File: config.mk
export PLATFORM = sky130hd
export DESIGN_NAME = digit_entry_sequencer
export DESIGN_NICKNAME = d
export VERILOG_FILES = /design/src/rtl/sudoku_pkg.sv /design/src/rtl/entry_timer.sv /design/src/rtl/digit_entry_sequencer.sv
export SDC_FILE = /design/constraint.sdc
export NUM_CORES = 1
export LEC_CHECK = 0
export CORE_UTILIZATION = 30
export CTS_CLUSTER_SIZE = 8
export DETAILED_ROUTE_END_ITERATION = 8
export PLACE_DENSITY = 0.56
export SYNTH_ARGS = -nofsm -noshare
export SYNTH_HDL_FRONTEND = slang
export SYNTH_SLANG_ARGS = --single-unit
File: constraint.sdc
create_clock -name clk -period 7.23 [get_ports clk]
set_clock_uncertainty 0.2 [all_clocks]
set_input_delay 1.446 -clock clk [delete_from_list [all_inputs] [get_ports clk]]
set_output_delay 1.446 -clock clk [all_outputs]
set_load 0.02 [all_outputs]
File: src/rtl/sudoku_pkg.sv
// Shared definitions for the Sudoku entry path: sequencer states, result codes,
// board geometry and cell indexing.
package sudoku_pkg;

    localparam int unsigned BOARD_N = 9;

    typedef enum logic [2:0] {
        ST_IDLE,
        ST_START,
        ST_WAIT,
        ST_COMMIT,
        ST_COOL
    } entry_state_t;

    typedef enum logic [1:0] {
        RES_NONE     = 2'b00,
        RES_WRITTEN  = 2'b01,
        RES_REJECTED = 2'b10,
        RES_TIMEOUT  = 2'b11
    } result_t;

    // Only meaningful for row, col < BOARD_N; callers gate with coord_ok.
    function automatic logic [6:0] cell_index(input logic [3:0] row, input logic [3:0] col);
        return 7'(row) * 7'(BOARD_N) + 7'(col);
    endfunction

    function automatic logic coord_ok(input logic [3:0] v);
        return v < 4'(BOARD_N);
    endfunction

endpackage

File: src/rtl/entry_timer.sv
// Loadable down-counter; done is high while the count sits at zero.
module entry_timer #(
    parameter int unsigned WIDTH = 8
) (
    input  logic             clk,
    input  logic             rst,
    input  logic             load,
    input  logic [WIDTH-1:0] load_value,
    output logic             done
);

    logic [WIDTH-1:0] count;

    always_ff @(posedge clk or posedge rst) begin
        if (rst) begin
            count <= '0;
        end else if (load) begin
            count <= load_value;
        end else if (count != '0) begin
            count <= count - WIDTH'(1);
        end
    end

    assign done = (count == '0);

endmodule

File: src/rtl/digit_entry_sequencer.sv
// Sequences one handwritten-digit entry (or a buffered erase) from stroke
// completion through prediction to a single write strobe on the board port.
module digit_entry_sequencer
    import sudoku_pkg::*;
#(
    parameter int unsigned TIMEOUT_CYCLES  = 1000000,
    parameter int unsigned COOLDOWN_CYCLES = 16
) (
    input  logic        clk,
    input  logic        rst,
    input  logic        game_active,
    input  logic [80:0] cell_fixed,
    input  logic        stroke_valid,
    input  logic [3:0]  stroke_x,
    input  logic [3:0]  stroke_y,
    input  logic        erase_req,
    input  logic [3:0]  erase_x,
    input  logic [3:0]  erase_y,
    output logic        pred_start,
    input  logic        pred_finish,
    input  logic [3:0]  pred_digit,
    output logic        wr_en,
    output logic [3:0]  wr_row,
    output logic [3:0]  wr_col,
    output logic [3:0]  wr_data,
    output logic        busy,
    output logic [1:0]  last_result
);

    localparam int unsigned TMR_MAX = (TIMEOUT_CYCLES > COOLDOWN_CYCLES) ? TIMEOUT_CYCLES : COOLDOWN_CYCLES;
    localparam int unsigned TMR_W   = (TMR_MAX > 1) ? $clog2(TMR_MAX) : 1;
    localparam logic [TMR_W-1:0] WAIT_LOAD = TMR_W'(TIMEOUT_CYCLES - 1);
    localparam logic [TMR_W-1:0] COOL_LOAD = TMR_W'(COOLDOWN_CYCLES - 1);

    entry_state_t     state, next_state;
    result_t          last_res;
    logic [3:0]       tgt_row, tgt_col;
    logic             erase_pend;
    logic [3:0]       erase_row, erase_col;
    logic             timer_load, timer_done;
    logic [TMR_W-1:0] timer_value;
    logic             go_commit, commit_erase, commit_ok;
    logic [3:0]       commit_row, commit_col, commit_data;
    logic             set_timeout, erase_take, erase_store;

    entry_timer #(.WIDTH(TMR_W)) u_timer (
        .clk        (clk),
        .rst        (rst),
        .load       (timer_load),
        .load_value (timer_value),
        .done       (timer_done)
    );

    always_comb begin
        next_state   = state;
        timer_load   = 1'b0;
        timer_value  = '0;
        go_commit    = 1'b0;
        commit_erase = 1'b0;
        commit_row   = '0;
        commit_col   = '0;
        commit_data  = '0;
        set_timeout  = 1'b0;
        erase_take   = 1'b0;
        case (state)
            ST_IDLE: begin
                if (stroke_valid) begin
                    next_state = ST_START;
                end else if (erase_req || erase_pend) begin
                    // A fresh request supersedes the buffered one.
                    go_commit    = 1'b1;
                    commit_erase = 1'b1;
                    erase_take   = 1'b1;
                    commit_row   = erase_req ? erase_y : erase_row;
                    commit_col   = erase_req ? erase_x : erase_col;
                end
            end
            ST_START: begin
                next_state  = ST_WAIT;
                timer_load  = 1'b1;
                timer_value = WAIT_LOAD;
            end
            ST_WAIT: begin
                if (pred_finish) begin
                    go_commit   = 1'b1;
                    commit_row  = tgt_row;
                    commit_col  = tgt_col;
                    commit_data = pred_digit;
                end else if (timer_done) begin
                    next_state  = ST_COOL;
                    set_timeout = 1'b1;
                    timer_load  = 1'b1;
                    timer_value = COOL_LOAD;
                end
            end
            ST_COMMIT: begin
                next_state  = ST_COOL;
                timer_load  = 1'b1;
                timer_value = COOL_LOAD;
            end
            ST_COOL: begin
                if (timer_done) begin
                    next_state = ST_IDLE;
                end
            end
            default: next_state = ST_IDLE;
        endcase
        if (go_commit) begin
            next_state = ST_COMMIT;
        end
        if (!game_active) begin
            next_state  = ST_IDLE;
            go_commit   = 1'b0;
            set_timeout = 1'b0;
            timer_load  = 1'b0;
            erase_take  = 1'b0;
        end
    end

    // Target is checked as it is latched so wr_en can be registered into COMMIT.
    assign commit_ok = coord_ok(commit_row) && coord_ok(commit_col)
                    && !cell_fixed[cell_index(commit_row, commit_col)]
                    && (commit_erase || (commit_data != '0 && commit_data <= 4'(BOARD_N)));

    assign erase_store = game_active && erase_req && !(state == ST_IDLE && !stroke_valid);

    always_ff @(posedge clk or posedge rst) begin
        if (rst) begin
            state      <= ST_IDLE;
            pred_start <= 1'b0;
            wr_en      <= 1'b0;
            wr_row     <= '0;
            wr_col     <= '0;
            wr_data    <= '0;
            busy       <= 1'b0;
            last_res   <= RES_NONE;
            tgt_row    <= '0;
            tgt_col    <= '0;
            erase_pend <= 1'b0;
            erase_row  <= '0;
            erase_col  <= '0;
        end else begin
            state      <= next_state;
            pred_start <= (next_state == ST_START);
            wr_en      <= go_commit && commit_ok;
            busy       <= (next_state != ST_IDLE);
            if (go_commit && commit_ok) begin
                wr_row  <= commit_row;
                wr_col  <= commit_col;
                wr_data <= commit_data;
            end
            if (go_commit) begin
                last_res <= commit_ok ? RES_WRITTEN : RES_REJECTED;
            end else if (set_timeout) begin
                last_res <= RES_TIMEOUT;
            end
            if (game_active && state == ST_IDLE && stroke_valid) begin
                tgt_row <= stroke_y;
                tgt_col <= stroke_x;
            end
            if (!game_active) begin
                erase_pend <= 1'b0;
            end else if (erase_store) begin
                erase_pend <= 1'b1;
                erase_row  <= erase_y;
                erase_col  <= erase_x;
            end else if (erase_take) begin
                erase_pend <= 1'b0;
            end
        end
    end

    assign last_result = last_res;

endmodule

==> impl_metrics.ini <==
[logic_synthesis]
synthesis.nets = 483
synth_top_area_share_pct = 36.49
synthCells = 362
synth_cell_types = 58
synthTopCellsByCount = dfrtp_1, nand2_1, nor2_1, mux2i_1, inv_1
synthArstFlopShare_pct = 100.0
avgSynthCellArea_um2 = 10.80
yosys_warnings = 0
ys.flop_type = dfrtp_1
synth_most_common_cell = dfrtp_1
synth_edf_count = 0
yosysSeqAreaShare_pct = 36.49
synth.cell_area_um2 = 3909
synth_top_area_cell = dfrtp_1
synth.ff_latch_count = 57
synthTopCellsByArea = dfrtp_1, mux4_1, mux4_2, mux2i_1, nand2_1

[die]
die_h_um = 116.1
dieWidth_um = 116.1
io-pin-count = 124
core_area_um2 = 12670
rows = 41
initial_core_util_pct = 30.85
die_area_um2 = 13490

[route]
dr_wl_met2_mm = 5.543
routed_wl_mm = 10.51
num_vias = 3231
viasPerCell = 4.866
drt_first_pass_iters = 4
wl_met1_mm = 4.460
remaining_drc_errors = 0
wl_per_cell_um = 15.83
top_layer_used = met4
drt_iter0_drc = 136
detail-route-antenna-nets = 0
wl_met3_um = 374

[setup_path]
path_class = in -> reg
r2r-end = wr_row[1]
crit_end = wr_row[1]
cp.required_ns = 7.24
critPathLaunchType = input port
crit_fanout = 15
reg2reg_depth = 13
rrSetupSlack_ns = 1.84
arrival_ns = 6.48
cp-end-kind = register
critPathLaunch = stroke_valid
timing.rr.start = state[0]

[cts]
cts_tree = yes
cts_made_buffers = 9
cts_max_path_buffers = 2
htree_levels = 3
clock-sinks = 57
clk_latency_ns = 0.33
clockRootBuffer = clkbuf_16
postCtsHoldBufs = 0
path_clk_slew_ns = 0.05
post_cts_buffers = 0
cts-resized-gates = 0

[layout]
layout.cells.non_filler = 664
layout.nets = 608
area_growth_pct = 43.79
drive_gt1_share_pct = 11.38
postLayoutCoreUtil_pct = 44.36
antenna_cells = 0

[hold_path]
hold_path.class = reg -> reg

[outcome]
status = complete, no violations

[power]
p_leak_nw = 2.426
ir_drop_mv = 0.1451
p_per_area_nw_per_um2 = 354.0

[place]
portBuffers = 123
dp_hpwl_mm = 8.296
pre_cts_slack_ns = 0.4258
gp_congestion = 0.7928
dp_cells = 648

[timing]
clock.fmax_mhz = 154.6
drv_slew = 0
hold_viol = 0
finalSetupViolCount = 0
fin_crit_sh_pct = 89.47
setup_ws_ns = 0.7613
rsz0062_at_grt = no
period_needed_ns = 6.469
max_slew.worst_pin.slew_ns = 0.7476
maxSlewHeadroom_pct = 50.16
tns_ns = 0

[grt]
grt_max_degree = 58
grt_usage_pct = 16.23
grt_pass1_vias = 3446
gr-total-overflow = 0
grt_pass1_wl_mm = 16.66
grt_antenna_before_repair = 0

[flow_run]
maxCapViolations = 0
[per-stage QoR]
step	cell area [µm²]	hold slack, ns	total power [mW]
detailed placement	5309	0.2881	1.561
global placement	5309	0.2854	1.546
finish	5620	0.2926	1.990
global route	5620	0.3186	2.140
CTS	5620	0.3024	2.019
floorplan	3909	0.2455	1.281
[per-layer routing]
layer / vias to the layer above / global-route usage [%]
li1: 1579 / -
met5: - / 0
met1: 1565 / 19.46
met2: 75 / 28.81
met4: 0 / 4.872
met3: 12 / 3.840
[where the power goes]
group | switching, mW | total [mW] | internal (mW) | leakage, nW
combinational | 0.463 | 0.987 | 0.524 | 1.55
clock | 0.148 | 0.447 | 0.299 | 0.152
sequential | 0.108 | 0.556 | 0.448 | 0.722
[state kept, by name, summed over array words and instances, names as in the netlist, 2 cells and up]
| name | count |
|---|---|
| tgt_col | 4 |
| wr_row | 4 |
| state | 3 |
| wr_col | 4 |
| erase_row | 4 |
| erase_col | 4 |
| last_result | 2 |
| wr_data | 4 |
| tgt_row | 4 |
| u_timer.count | 20 |
[kinds of logic (layout without fill, tap and decap cells)]
| group | count (synthesis) | in the layout | share of synthesized area, % |
|---|---|---|---|
| buf+inv | 31 | 161 | 3.873 |
| flops | 57 | 57 | 36.49 |
| compound gates | 48 | 48 | 8.611 |
| mux | 59 | 59 | 24.42 |
| simple gates | 131 | 131 | 16.52 |
| fa+ha+maj | 14 | 14 | 4.674 |
| xor+xnor | 22 | 22 | 5.410 |
[how the worst min path moves through the flow]
stage / from / to / slack [ns] / depth (start not counted)
detailed placement: tgt_col[0] / tgt_col[0] / 0.29 / 2
global route: erase_col[1] / erase_col[1] / 0.32 / 1
floorplan: tgt_col[0] / tgt_col[0] / 0.25 / 2
global placement: erase_row[3] / erase_row[3] / 0.29 / 1
CTS: tgt_col[0] / tgt_col[0] / 0.30 / 2
finish: tgt_col[0] / tgt_col[0] / 0.29 / 2
[worst max-delay path, stage by stage]
cell,delay (ns)
clkdlybuf4s50_1,0.43
or4_1,0.65
or2_2,0.37
o21ai_0,0.36
ha_1,0.31
ha_1,0.24
fa_1,0.51
a21o_1,0.22
a21oi_1,0.22
xnor2_1,0.24
mux4_1,0.62
o311ai_2,0.22
buf_4,0.29
mux2_2,0.37
[cells in the final DEF (no fill, tap or decap), types with 2 or more instances in the layout]
cell type and instances:
o221ai_1 2, a31oi_1 2, nor2b_1 2, buf_4 6, xor2_1 10, ha_1 13, mux4_2 11, o21ai_0 15
clkbuf_16 9, bufinv_16 2, inv_1 15, nand2b_1 10, nor4_1 4, mux4_1 12, dfrtp_1 57, nor2_1 27
a21oi_1 9, and3_1 2, mux2i_1 20, xnor2_1 11, nor3b_1 2, or4_1 2, nand2_1 46, mux2_4 3
clkinv_2 3, nor3_1 12, o21a_1 5, clkdlybuf4s50_1 123, a21o_1 3, mux2_2 13, nand3_1 6, and4_1 2
or3_1 5
[cell type report]
cell class              instances  area, µm²
well taps                     172      215.2
fillers                      1228       7051
flip-flops and latches         57       1426
multi-input cells             274       2331
clock buffers                  10      229.0
inverters                      16      60.06
clock inverters                 6      82.58
repair buffers                129       1276
No activity file was read; power rests on OpenSTA's default activity.
